$ cat src/rtl/lsu_pkg.sv
// Shared types and helpers for the load/store unit.
// Access sizes, controller states and the size-to-byte-count mapping.
package lsu_pkg;

  typedef enum logic [1:0] {
    SIZE_BYTE = 2'd0,
    SIZE_HALF = 2'd1,
    SIZE_WORD = 2'd2,
    SIZE_RSVD = 2'd3
  } mem_size_t;

  typedef enum logic [1:0] {
    IDLE  = 2'd0,
    LOAD  = 2'd1,
    STORE = 2'd2,
    RESP  = 2'd3
  } lsu_state_t;

  // Number of bytes touched by an access of the given size (1, 2 or 4).
  function automatic logic [3:0] size_to_bytes(input mem_size_t size);
    return 4'd1 << size;
  endfunction

  // True when the address is not naturally aligned for the access size.
  function automatic logic is_misaligned(input mem_size_t size, input logic [1:0] addr_lo);
    logic mis;
    mis = 1'b0;
    case (size)
      SIZE_HALF: mis = addr_lo[0];
      SIZE_WORD: mis = (addr_lo != 2'b00);
      default:   mis = 1'b0;
    endcase
    return mis;
  endfunction

endpackage

$ cat src/rtl/load_extender.sv
// Combinational load-data extender: selects the low byte/half/word of the
// fetched little-endian data and sign- or zero-extends it to a full word.
module load_extender
  import lsu_pkg::*;
#(
  parameter int DATA_WIDTH = 32
) (
  input  logic [DATA_WIDTH-1:0] raw_i,
  input  mem_size_t             size_i,
  input  logic                  unsigned_i,
  output logic [DATA_WIDTH-1:0] ext_o
);

  logic fill_byte;
  logic fill_half;

  assign fill_byte = ~unsigned_i & raw_i[7];
  assign fill_half = ~unsigned_i & raw_i[15];

  // Pick the field and replicate its sign bit (or zero) into the upper bits.
  always_comb begin
    // NOTE: every output of an always_comb gets a default first, so no path leaves it unassigned and no latch is inferred.
    ext_o = raw_i;
    case (size_i)
      SIZE_BYTE: ext_o = {{(DATA_WIDTH-8){fill_byte}}, raw_i[7:0]};
      SIZE_HALF: ext_o = {{(DATA_WIDTH-16){fill_half}}, raw_i[15:0]};
      default:   ext_o = raw_i;
    endcase
  end

endmodule

$ cat src/rtl/load_store_unit.sv
// Load/store unit: initiator side of the data-memory port. Accepts one
// request at a time, drives the fetch or write channel, and returns exactly
// one response per request.
// Optional build macro: LSU_MISALIGN_TRAP_EN -- when defined, misaligned
// half/word accesses are rejected with resp_error instead of being issued.
module load_store_unit
  import lsu_pkg::*;
#(
  parameter  int ADDR_WIDTH     = 32,
  parameter  int DATA_WIDTH     = 32,
  localparam int DATA_BYTE_SIZE = DATA_WIDTH / 8,
  localparam int IDX_W          = $clog2(DATA_BYTE_SIZE)
) (
  input  logic                  clk,
  input  logic                  rst,
  input  logic                  req_valid,
  output logic                  req_ready,
  input  logic                  req_is_store,
  input  logic [1:0]            req_size,
  input  logic                  req_unsigned,
  input  logic [ADDR_WIDTH-1:0] req_addr,
  input  logic [DATA_WIDTH-1:0] req_wdata,
  output logic                  resp_valid,
  input  logic                  resp_ready,
  output logic [DATA_WIDTH-1:0] resp_data,
  output logic                  resp_error,
  output logic [ADDR_WIDTH-1:0] mem_fetch_addr,
  input  logic [DATA_WIDTH-1:0] mem_fetched_data,
  input  logic                  mem_fetch_done,
  output logic [ADDR_WIDTH-1:0] mem_write_addr,
  output logic [DATA_WIDTH-1:0] mem_write_data,
  output logic [IDX_W:0]        mem_bytes_to_write,
  output logic                  mem_write_activate,
  input  logic                  mem_write_done
);

  localparam int BYTES_W = IDX_W + 1;

  lsu_state_t            state_q;
  mem_size_t             size_q;
  logic                  unsigned_q;
  logic                  resp_valid_q;
  logic [DATA_WIDTH-1:0] resp_data_q;
  logic                  resp_error_q;
  logic [ADDR_WIDTH-1:0] fetch_addr_q;
  logic [ADDR_WIDTH-1:0] write_addr_q;
  logic [DATA_WIDTH-1:0] write_data_q;
  logic [BYTES_W-1:0]    bytes_q;
  logic                  write_act_q;

  mem_size_t             req_size_d;
  logic                  req_invalid_d;
  logic [DATA_WIDTH-1:0] load_ext_d;

  assign req_size_d = mem_size_t'(req_size);

  // Classify the incoming request: reserved size always fails, misalignment only when trapping.
  always_comb begin
    req_invalid_d = (req_size_d == SIZE_RSVD);
`ifdef LSU_MISALIGN_TRAP_EN
    req_invalid_d = req_invalid_d | is_misaligned(req_size_d, req_addr[1:0]);
`else
    req_invalid_d = req_invalid_d | 1'b0;
`endif
  end

  load_extender #(
    .DATA_WIDTH (DATA_WIDTH)
  ) u_load_extender (
    .raw_i      (mem_fetched_data),
    .size_i     (size_q),
    .unsigned_i (unsigned_q),
    .ext_o      (load_ext_d)
  );

  // Controller FSM with registered outputs; a synchronous reset abandons any in-flight request.
  always_ff @(posedge clk) begin
    // NOTE: sequential state is updated with non-blocking assignments so every register samples pre-edge values.
    if (rst) begin
      state_q      <= IDLE;
      size_q       <= SIZE_BYTE;
      unsigned_q   <= 1'b0;
      resp_valid_q <= 1'b0;
      resp_data_q  <= '0;
      resp_error_q <= 1'b0;
      fetch_addr_q <= '0;
      write_addr_q <= '0;
      write_data_q <= '0;
      bytes_q      <= '0;
      write_act_q  <= 1'b0;
    end else begin
      case (state_q)
        IDLE: begin
          if (req_valid) begin
            size_q     <= req_size_d;
            unsigned_q <= req_unsigned;
            if (req_invalid_d) begin
              resp_valid_q <= 1'b1;
              resp_error_q <= 1'b1;
              resp_data_q  <= '0;
              state_q      <= RESP;
            end else if (req_is_store) begin
              write_addr_q <= req_addr;
              write_data_q <= req_wdata;
              bytes_q      <= BYTES_W'(size_to_bytes(req_size_d));
              write_act_q  <= 1'b1;
              state_q      <= STORE;
            end else begin
              fetch_addr_q <= req_addr;
              state_q      <= LOAD;
            end
          end
        end
        LOAD: begin
          if (mem_fetch_done) begin
            resp_data_q  <= load_ext_d;
            resp_error_q <= 1'b0;
            resp_valid_q <= 1'b1;
            state_q      <= RESP;
          end
        end
        STORE: begin
          // Write channel stays frozen until the memory grants it.
          if (mem_write_done) begin
            write_act_q  <= 1'b0;
            bytes_q      <= '0;
            resp_data_q  <= '0;
            resp_error_q <= 1'b0;
            resp_valid_q <= 1'b1;
            state_q      <= RESP;
          end
        end
        RESP: begin
          if (resp_ready) begin
            resp_valid_q <= 1'b0;
            state_q      <= IDLE;
          end
        end
        default: state_q <= IDLE;
      endcase
    end
  end

  assign req_ready          = (state_q == IDLE) && !rst;
  assign resp_valid         = resp_valid_q;
  assign resp_data          = resp_data_q;
  assign resp_error         = resp_error_q;
  assign mem_fetch_addr     = fetch_addr_q;
  assign mem_write_addr     = write_addr_q;
  assign mem_write_data     = write_data_q;
  assign mem_bytes_to_write = bytes_q;
  assign mem_write_activate = write_act_q;

endmodule
$ cat config.mk
export PLATFORM = sky130hd
export DESIGN_NAME = load_store_unit
export DESIGN_NICKNAME = d
export VERILOG_FILES = /design/src/rtl/lsu_pkg.sv /design/src/rtl/load_extender.sv /design/src/rtl/load_store_unit.sv
export SDC_FILE = /design/constraint.sdc
export NUM_CORES = 1
export LEC_CHECK = 0
export CELL_PAD_IN_SITES_DETAIL_PLACEMENT = 0
export CELL_PAD_IN_SITES_GLOBAL_PLACEMENT = 1
export CORE_UTILIZATION = 29
export DETAILED_ROUTE_END_ITERATION = 10
export PLACE_DENSITY = 0.82
export SLEW_MARGIN = 20
export SYNTH_ARGS = -nofsm -noshare
export SYNTH_HDL_FRONTEND = slang
export SYNTH_SLANG_ARGS = --single-unit
$ cat constraint.sdc
create_clock -name clk -period 2.4 [get_ports clk]
set_input_delay 0.48 -clock clk [delete_from_list [all_inputs] [get_ports clk]]
set_output_delay 0.48 -clock clk [all_outputs]
set_load 0.1 [all_outputs]
==> impl_results.md, run 1 <==
* Cells along the critical path: inv_1 -> ha_1 -> nor2b_2 -> or4_1 -> buf_12 -> nor2_4 -> a311oi_1
* Final core utilization at 46.1%
* PD cells at 1260 nW/um^2
* Clock tree buffer depth at 2
* # nets final at 996
* # port buffers at 240
* Synth Area in XOR/XNOR at 0%
* EDFF count, synth at 0
* R2R depth at 7
* Ant diodes at 0
* I/O pins at 241
* Setup slack after layout at 132 ps
* Most common cell in the netlist: nand2_1
* VDD IR max at 0.000600 V
* Setup bufs post-CTS at 0
* Largest area contributor in the netlist: dfxtp_1
* Routed vias at 5325
* Clock period minus final worst setup slack at 2270 ps
* Status: complete, no violations
* Sequential-to-total area share from yosys stat at 52.6%
* Site Rows at 49
* Mux cell area share after synthesis at 0.592%
* Worst setup endpoint: resp_data[18]
* DP HPWL at 11300 um
* GRT Overall Usage at 17.2%
* Area contributors post-synth: dfxtp_1 53%, nand2_1 16%, a21oi_1 13%
* Measured slew at the worst slew-check pin at 575 ps
* Hold WS at 421 ps
* Post-synthesis compound-gate area fraction at 19.8%
* Worst stage delay on the critical path at 560 ps
* Worst setup path start: state_q[0]
* Vias in the first global route at 4830
* Initial core utilization at 29.5%
* Die Y at 137 um
* Area share of the largest cell type after synthesis at 52.6%
* FILL cells at 1797
* Seq cells post-synth at 139
* Largest net degree at the start of global routing at 84
* Final hold viol count at 0
* Clock skew at 7.08 ps
* CTS Buf Count at 17
* Syn_area_per_cell at 8.04 sq um
* Gp weighted congestion at 0.747
* Setup-failing EPs final at 0
* Crit-path slowest cell: or4_1
* Slew Viols, Final at 0
* Post-synth top cells: 220 x nand2_1, 139 x dfxtp_1, 138 x a21oi_1
* RSZ-0062 raised after global routing: false
* CTS resizes at 0
* Most used routing layer: met2
* Met3 GRT Util at 6.15%
* Critical path data arrival time at 2540 ps
* Lkg Pwr at 3.24 nW
* TritonCTS clock tree: done
* Total negative setup slack at 0 ps
* Largest family of logic cells by synthesized area: simple AND/OR/NAND/NOR gates
* Vias/cell at 4.72
* First drt pass iteration count at 4
* Clk pin slew, worst setup/hold paths at 60 ps
* Die ar. at 18800 sq um
* FF-to-FF setup slack at 130 ps
* Initial antenna violation count at 1
* DRC errors left at 0
* Clk root buf: clkbuf_16
* Hold Buf Count CTS at 0
* Final Instance Area at 8260 sq um
* CP required at 2680 ps
* Slew margin rel. at 61.7%
* Area share of and/or/nand/nor cells after synthesis at 20.7%
* ANT nets after route at 0
* Critical Path Fanout Max at 20
* Met1 usage at 20.9%
* Syn Inst Count at 658
* Setup CP Type: reg2reg
* Layout cells sized above 1 at 22.7%
* Final critical-path share of the clock period at 94.5%
* DRT iter0 DRCs at 246
* Area added between synthesis and finish at 56.2%
* Worst skew pair latency at 410 ps
* Max_cap viols at 0
* Critical Path Sink Type: register
* R2r startpoint: state_q[0]
* Syn Nets at 769
* Wire length per cell at 14.9 um
* Core area at 17900 sq um
* H-tree levels at 4
* CP Buf/Inv Count at 2
* Worst path depth at 7
* Routed WL at 16800 um
* Max Clk Rate at 0.441 GHz
* Async SR Flop Fraction at 0%
* Ys Warns at 0
* Die X at 137 um
* Clock sink count at 139
* Critical path's top delay family: simple AND/OR/NAND/NOR gates
* Unique cell type count in the Yosys netlist at 34
* Worst slack at placement at 93.5 ps
* Synthesized cell area at 5290 sq um
* Hold crit path type: in2reg
* Met2 Track Usage GR at 27.8%
* Post-Synth Adder-Cell Area at 1.18%
* Global-route wire length before repair at 25000 um
* Post-DP Area at 7670 sq um
* Dominant synthesized flop cell: dfxtp_1
* Worst Setup Start Kind: register
* GR Overflow Total at 0
* Crit Reg-Reg Endpoint: resp_data[18]
[cell families after synthesis]
group	count (synthesis)
AOI/OAI and AO/OA	190
buffers and inverters	60
muxes	3
DFF	139
and+or+nand+nor	261
adders and majority gates	5
[area by class of cell]
class	count	area (sq um)	share of cell area, %
well taps	229	287	3.47
flip-flops and latches	139	2780	33.7
clock inverters	15	151	1.83
multi-input cells	460	2280	27.6
inverters	5	18.8	0.227
clock buffers	17	425	5.15
repair buffers	262	2310	28.0
[how the worst min path moves through the flow]
stage | slack (ps) | end | depth (start not counted) | start
floorplan | 440 | unsigned_q | 2 | unsigned_q
global placement | 440 | mem_fetch_addr[2] | 2 | mem_fetch_addr[2]
detailed placement | 450 | mem_fetch_addr[18] | 2 | mem_fetch_addr[18]
CTS | 400 | resp_data[16] | 2 | rst
global route | 430 | resp_data[25] | 2 | rst
finish | 420 | resp_data[29] | 2 | rst
[stage by stage]
stage                     std cells  total power [mW]
final                          1127              10.4
after global routing           1127              10.9
after CTS                      1126              10.5
after detailed placement       1094              7.88
after global placement         1094              7.85
after floorplan                 658              6.60
[routing by layer]
layer	vias up	routed length (um)
met2	151	7840
li1	2688	-
met1	2468	7330
met4	2	208
met3	16	1370
met5	-	12
[power breakdown]
part           switching, mW  internal (mW)
registers              0.205           2.65
clock network           1.02           1.53
logic                   3.72           1.29
total                   4.95           5.47
[registers in the layout (all words and copies together) (netlist names), 2 cells and up]
register,cells
mem_bytes_to_write,3
mem_write_addr,32
mem_fetch_addr,32
resp_data,32
mem_write_data,32
size_q,2
state_q,2
[layout by cell type (no fill, tap or decap), drive strengths merged, types with 3 or more instances in the layout]
cell type / Yosys / routed
dfxtp: 139 / 139
nor2b: 4 / 4
clkdlybuf4s50: 0 / 104
o21ai: 29 / 29
nor2: 7 / 8
nand2: 220 / 220
a21oi: 138 / 138
clkbuf: 35 / 17
buf: 20 / 158
clkinv: 0 / 9
or4b: 3 / 3
clkinvlp: 0 / 3
nand4: 16 / 16
inv: 5 / 6
nand3: 5 / 5
a311oi: 16 / 16
ha: 5 / 5
(Power assumes the default switching activity.)
==> run 2, diff against run 1 <==
--- a/config.mk
+++ b/config.mk
@@ -7,6 +7,7 @@
 export LEC_CHECK = 0
 export CELL_PAD_IN_SITES_DETAIL_PLACEMENT = 0
 export CELL_PAD_IN_SITES_GLOBAL_PLACEMENT = 1
+export CORE_MARGIN = 2
 export CORE_UTILIZATION = 29
 export DETAILED_ROUTE_END_ITERATION = 10
 export PLACE_DENSITY = 0.82
==> run 2 against run 1 <==
Setup slack improved by 64 ps; sequential share of layout area is 0.18 points lower; die area is 2.9% higher; final cell count decreased by 0.18%; global-route usage grew 0.35 points; critical path depth unchanged; sequential power is essentially flat; count of clock-buffer cells in the layout increased by 5; non-clock buffer count is 1 lower; design area grew 0.55%; first-iteration DRC count decreased by 1.6%; fmax increased by 2.9%.
==> impl_results.md, run 2 (synthesis results as in run 1) <==
* GR Overflow Total at 0 (unchanged)
* # nets final at 994 (-0.20%)
* Site Rows at 49 (unchanged)
* Pint at 5.80 mW (+6.1%)
* Worst skew pair latency at 410 ps (about the same)
* Initial antenna violation count at 1 (unchanged)
* Layout cells sized above 1 at 22.2% (-0.51 points)
* CP required at 2680 ps (about the same)
* Critical Path Fanout Max at 19 (-5.0%)
* Seq pwr share at 26.8% (-0.7 points)
* DP HPWL at 11800 um (+4.1%)
* Hold Buf Count CTS at 0 (unchanged)
* NetSw at 4.87 mW (-1.5%)
* First drt pass iteration count at 5 (+1)
* Lkg Pwr at 3.26 nW (+0.72%)
* Clock skew at 6.48 ps (-0.597 ps)
* Worst Setup Start Kind: register
* Slew margin rel. at 60.3% (-1.3 points)
* Total negative setup slack at 0 ps (unchanged)
* Max Clk Rate at 0.454 GHz (+2.9%)
* DRC errors left at 0 (unchanged)
* Clock sink count at 139 (unchanged)
* Post-DP Area at 7650 sq um (-0.26%)
* Vias/cell at 4.67 (-1.2%)
* Core area at 17900 sq um (unchanged)
* Global-route wire length before repair at 27300 um (+9.4%)
* GRT Overall Usage at 17.5% (+0.35 points)
* Slew Viols, Final at 0 (unchanged)
* Routed WL at 17100 um (+1.8%)
* Area added between synthesis and finish at 57.0%
* Clock tree buffer depth at 2 (unchanged)
* Die X at 139 um (+1.5%)
* Largest net degree at the start of global routing at 79 (-6.0%)
* Clock share of power at 27.2% (+2.7 points)
* Status: complete, no violations
* VDD IR max at 0.000565 V (-5.9%)
* H-tree levels at 4 (unchanged)
* TritonCTS clock tree: done
* Most frequent cells in the layout: 220 x nand2_1, 151 x buf_4, 139 x dfxtp_1
* # port buffers at 240 (unchanged)
* Min-Delay Startpoint: rst
* Measured slew at the worst slew-check pin at 595 ps (+20.2 ps)
* Setup-failing EPs final at 0 (unchanged)
* Setup CP Type: reg2reg
* PD cells at 1290 nW/um^2 (+2.0%)
* Hold crit path type: in2reg
* CTS Buf Count at 17 (unchanged)
* Vias in the first global route at 5136 (+6.3%)
* Die Y at 139 um (+1.5%)
* Clk root buf: clkbuf_16
* Sw Share at 45.7% (-1.8 points)
* Die ar. at 19300 sq um (+2.9%)
* Clock period minus final worst setup slack at 2200 ps (-64.1 ps)
* Ant diodes at 0 (unchanged)
* Final hold viol count at 0 (unchanged)
* Critical Path Sink Type: register
* Setup bufs post-CTS at 0 (unchanged)
* R2r startpoint: state_q[0]
* Worst setup path start: state_q[0]
* Initial core utilization at 29.5% (unchanged)
* Wire length per cell at 15.2 um (+2.0%)
* Max_cap viols at 0 (unchanged)
* Clk pin slew, worst setup/hold paths at 60 ps (about the same)
* I/O pins at 241 (unchanged)
* RSZ-0062 raised after global routing: false
* Comb power frac at 46.0% (-2.1 points)
* Routed vias at 5250 (-1.4%)
* Critical path data arrival time at 2480 ps (-60 ps)
* Gp weighted congestion at 0.764 (+2.3%)
* Final critical-path share of the clock period at 91.8% (-2.7 points)
* Final Instance Area at 8300 sq um (+0.55%)
* CTS resizes at 0 (unchanged)
* DRT iter0 DRCs at 242 (-1.6%)
* Commonest non-fill, non-tap cell in the layout: nand2_1
* ANT nets after route at 0 (unchanged)
==> run 2: layer usage <==
metal / part of all wire [%] / global-route usage, % / up-vias
met5: 0.076 / 0 / -
met4: 1.1 / 4.36 / 2
met3: 7.4 / 7.08 / 15
met2: 48 / 28.6 / 144
met1: 44 / 21.7 / 2407
li1: - / - / 2682
==> run 2: worst max-delay path: stages (launching register included) <==
cell and delay [ps]:
dfxtp_1 400, inv_1 100, ha_1 250, nor2b_2 200, or4_1 500, buf_4 220, nor2_8 250, a311oi_1 130
==> run 2: final timing paths <==
check	end	slack, ps	cells past startpoint
setup / recovery	resp_data[29]	200	7
hold / removal	state_q[1]	450	2
setup reg to reg	resp_data[29]	200	7
hold reg to reg	mem_fetch_addr[25]	450	2
==> run 2: power by group through the flow <==
stage	clock (mW)	sequential [mW]	combinational, mW
5_1_grt	3.09	2.90	5.20
3_3_place_gp	0	2.90	4.94
4_1_cts	2.96	2.86	4.95
6_report	2.90	2.86	4.92
3_5_place_dp	0	2.91	4.95
2_1_floorplan	0	5.08	1.52
==> run 2: stage by stage <==
stage	hold WS, ps	total power [mW]	std cells	utilization, %	setup slack (ps)
final	449	10.7	1125	46.4	196
after global routing	470	11.2	1125	46.4	30.4
after CTS	432	10.8	1125	46.4	198
after detailed placement	447	7.85	1093	42.7	86.8
after global placement	442	7.84	1093	42.7	111
after floorplan	445	6.60	658	-	307
==> run 2: area by class of cell <==
class / instances / area [sq um]
Inverter: 5 / 18.8
Timing Repair Buffer: 261 / 2290
Sequential cell: 139 / 2780
Clock buffer: 22 / 464
Clock inverter: 10 / 189
Fill cell: 1820 / 9600
Tap cell: 229 / 287
Multi-Input combinational cell: 459 / 2270
==> run 3, diff against run 2 <==
--- a/config.mk
+++ b/config.mk
@@ -8,9 +8,10 @@
 export CELL_PAD_IN_SITES_DETAIL_PLACEMENT = 0
 export CELL_PAD_IN_SITES_GLOBAL_PLACEMENT = 1
 export CORE_MARGIN = 2
-export CORE_UTILIZATION = 29
+export CORE_UTILIZATION = 30
+export CTS_BUF_LIST = sky130_fd_sc_hd__clkbuf_4 sky130_fd_sc_hd__clkbuf_8
 export DETAILED_ROUTE_END_ITERATION = 10
-export PLACE_DENSITY = 0.82
+export PLACE_DENSITY = 0.84
 export SLEW_MARGIN = 20
 export SYNTH_ARGS = -nofsm -noshare
 export SYNTH_HDL_FRONTEND = slang
==> run 3 against run 2 <==
Total power is 6.5% lower; non-clock buffer count is 1 lower; clock power is 28% lower; utilization is 0.79 points higher; largest cell class unchanged; setup slack worse by 34 ps; final cell count is 0.36% lower; critical path depth stayed put; global-route usage is 0.19 points lower; register-to-register slack worse by 30 ps.
==> impl_results.md, run 3 (synthesis results as in run 1) <==
* Area added between synthesis and finish at 53.7%
* DRT iter0 DRCs at 328 (+36%)
* First drt pass iteration count at 5 (unchanged)
* NetSw at 4.80 mW (-1.4%)
* Dpl cells at 1088 (-0.46%)
* Vias/cell at 4.73 (+1.3%)
* Gp weighted congestion at 0.765 (about the same)
* H-tree levels at 4 (unchanged)
* Largest net degree at the start of global routing at 93 (+18%)
* Final hold viol count at 0 (unchanged)
* Slew Viols, Final at 0 (unchanged)
* Max_cap viols at 0 (unchanged)
* GRT Overall Usage at 17.3% (-0.19 points)
* Core area at 17200 sq um (-3.7%)
* Most frequent cells in the layout: 220 x nand2_1, 147 x buf_4, 139 x dfxtp_1
* Clock share of power at 20.9% (-6.3 points)
* Critical path's top delay family: simple AND/OR/NAND/NOR gates
* Clock period minus final worst setup slack at 2240 ps (+33.7 ps)
* Max Clk Rate at 0.447 GHz (-1.5%)
* Crit-path slowest cell: or4_1
* Pint at 5.18 mW (-11%)
* Global-route wire length before repair at 25400 um (-7.2%)
* GR Overflow Total at 0 (unchanged)
* Clock sink count at 139 (unchanged)
* Lkg Pwr at 3.18 nW (-2.5%)
* Initial antenna violation count at 0 (-1)
* Critical Path Fanout Max at 20 (+1)
* Clock skew at 12.6 ps (+6.13 ps)
* Status: complete, no violations
* Critical Path Sink Type: register
* Worst Hold Path EP: mem_fetch_addr[1]
* Routed WL at 16600 um (-2.5%)
* Measured slew at the worst slew-check pin at 924 ps (+329 ps)
* Die Y at 137 um (-1.6%)
* Site Rows at 48 (-2.0%)
* CTS Buf Count at 17 (unchanged)
* I/O pins at 241 (unchanged)
* Clk root buf: clkbuf_8
* # nets final at 994 (unchanged)
* Initial core utilization at 30.7% (+1.1 points)
* Critical path data arrival time at 2530 ps (+50 ps)
* ANT nets after route at 0 (unchanged)
* Setup CP Type: reg2reg
* VDD IR max at 0.000590 V (+4.5%)
* Seq pwr share at 28.5% (+1.7 points)
* DP HPWL at 11300 um (-3.9%)
* Worst skew pair latency at 430 ps (+20 ps)
* Die ar. at 18700 sq um (-3.2%)
* Sw Share at 48.1% (+2.5 points)
* Hold Buf Count CTS at 0 (unchanged)
* DRC errors left at 0 (unchanged)
* RSZ-0062 raised after global routing: false
* Vias in the first global route at 4967 (-3.3%)
* Ant diodes at 0 (unchanged)
* Hold WS at 456 ps (+6.51 ps)
* Wire length per cell at 14.8 um (-2.2%)
* Setup-failing EPs final at 0 (unchanged)
* Cell Count, Final, Fillers Out at 1121 (-0.36%)
* Routed vias at 5301 (+0.97%)
* Final critical-path share of the clock period at 93.2% (+1.4 points)
* Comb power frac at 50.6% (+4.6 points)
* FF-to-FF setup slack at 160 ps (-30 ps)
* Hold crit path type: reg2reg
* Worst Hold Depth at 2 (unchanged)
* Die X at 137 um (-1.6%)
* Slew margin rel. at 38.4% (-22 points)
* Layout cells sized above 1 at 22.5% (+0.33 points)
* TritonCTS clock tree: done
* CP Buf/Inv Count at 2 (unchanged)
* Worst stage delay on the critical path at 570 ps (+70 ps)
* Crit Reg-Reg Endpoint: resp_data[20]
* # port buffers at 240 (unchanged)
* R2R depth at 7 (unchanged)
* Min-Delay Startpoint: mem_fetch_addr[1]
* PD cells at 1230 nW/um^2 (-4.5%)
* Cells along the critical path: inv_1 -> ha_1 -> nor2b_2 -> or4_1 -> buf_12 -> nor2_4 -> a311oi_1
* Clock tree buffer depth at 2 (unchanged)
* CP required at 2690 ps (about the same)
* Worst Setup Start Kind: register
* Total negative setup slack at 0 ps (unchanged)
* FILL cells at 1727 (-5.1%)
* Clk pin slew, worst setup/hold paths at 70 ps (about the same)
* Commonest non-fill, non-tap cell in the layout: nand2_1
* R2r startpoint: state_q[1]
run 3: power groups by stage:
stage          clock (mW)  sequential, mW  combinational [mW]
2_1_floorplan           0            5.08                1.52
3_3_place_gp            0            2.89                5.02
3_5_place_dp            0            2.90                5.02
4_1_cts              2.17            2.85                5.02
5_1_grt              2.27            2.89                5.32
6_report             2.09            2.84                5.05
run 3: worst max path at each step:
stage	start	to	slack [ps]	cells after the start
2_1_floorplan	rst	req_ready	310	3
3_3_place_gp	req_valid	resp_data[27]	110	6
3_5_place_dp	req_valid	resp_data[26]	80	6
4_1_cts	state_q[1]	resp_data[26]	180	7
5_1_grt	state_q[1]	resp_data[31]	9	7
6_report	state_q[1]	resp_data[20]	160	7
run 3: worst register-to-register path, cell delays in order, from the launching register on:
cell and delay (ps):
dfxtp_1 400, inv_1 80, ha_1 270, nor2b_2 220, or4_1 570, buf_12 190, nor2_4 240, a311oi_1 130
run 3: final cells by class:
class,count,area (sq um),area share [%]
Clock buffer,21,277,3.40
Clock inverter,11,168,2.06
Inverter,5,18.8,0.231
Multi-Input combinational cell,460,2280,28.0
Sequential cell,139,2780,34.2
Tap cell,225,282,3.46
Timing Repair Buffer,260,2320,28.6
run 3: layer usage:
metal	track usage [%]	share of wire [%]
met1	21.7	44
met2	27.3	46
met3	6.22	8.1
met4	6.71	2.0
met5	0	0
run 3: timing repair:
| action | CTS | global route |
|---|---|---|
| buffers inserted | 0 | 0 |
| resized for setup | 0 | 0 |
| setup endpoints to repair | 0 | 1 |
run 3: through the flow:
| stage | util, % | area (sq um) | setup WS, ps | power [mW] |
|---|---|---|---|---|
| floorplan | - | 5290 | 307 | 6.60 |
| global placement | 44.5 | 7670 | 105 | 7.91 |
| detailed placement | 44.5 | 7670 | 82.1 | 7.91 |
| CTS | 47.1 | 8120 | 177 | 10.0 |
| global route | 47.2 | 8130 | 8.53 | 10.5 |
| finish | 47.2 | 8130 | 163 | 9.98 |
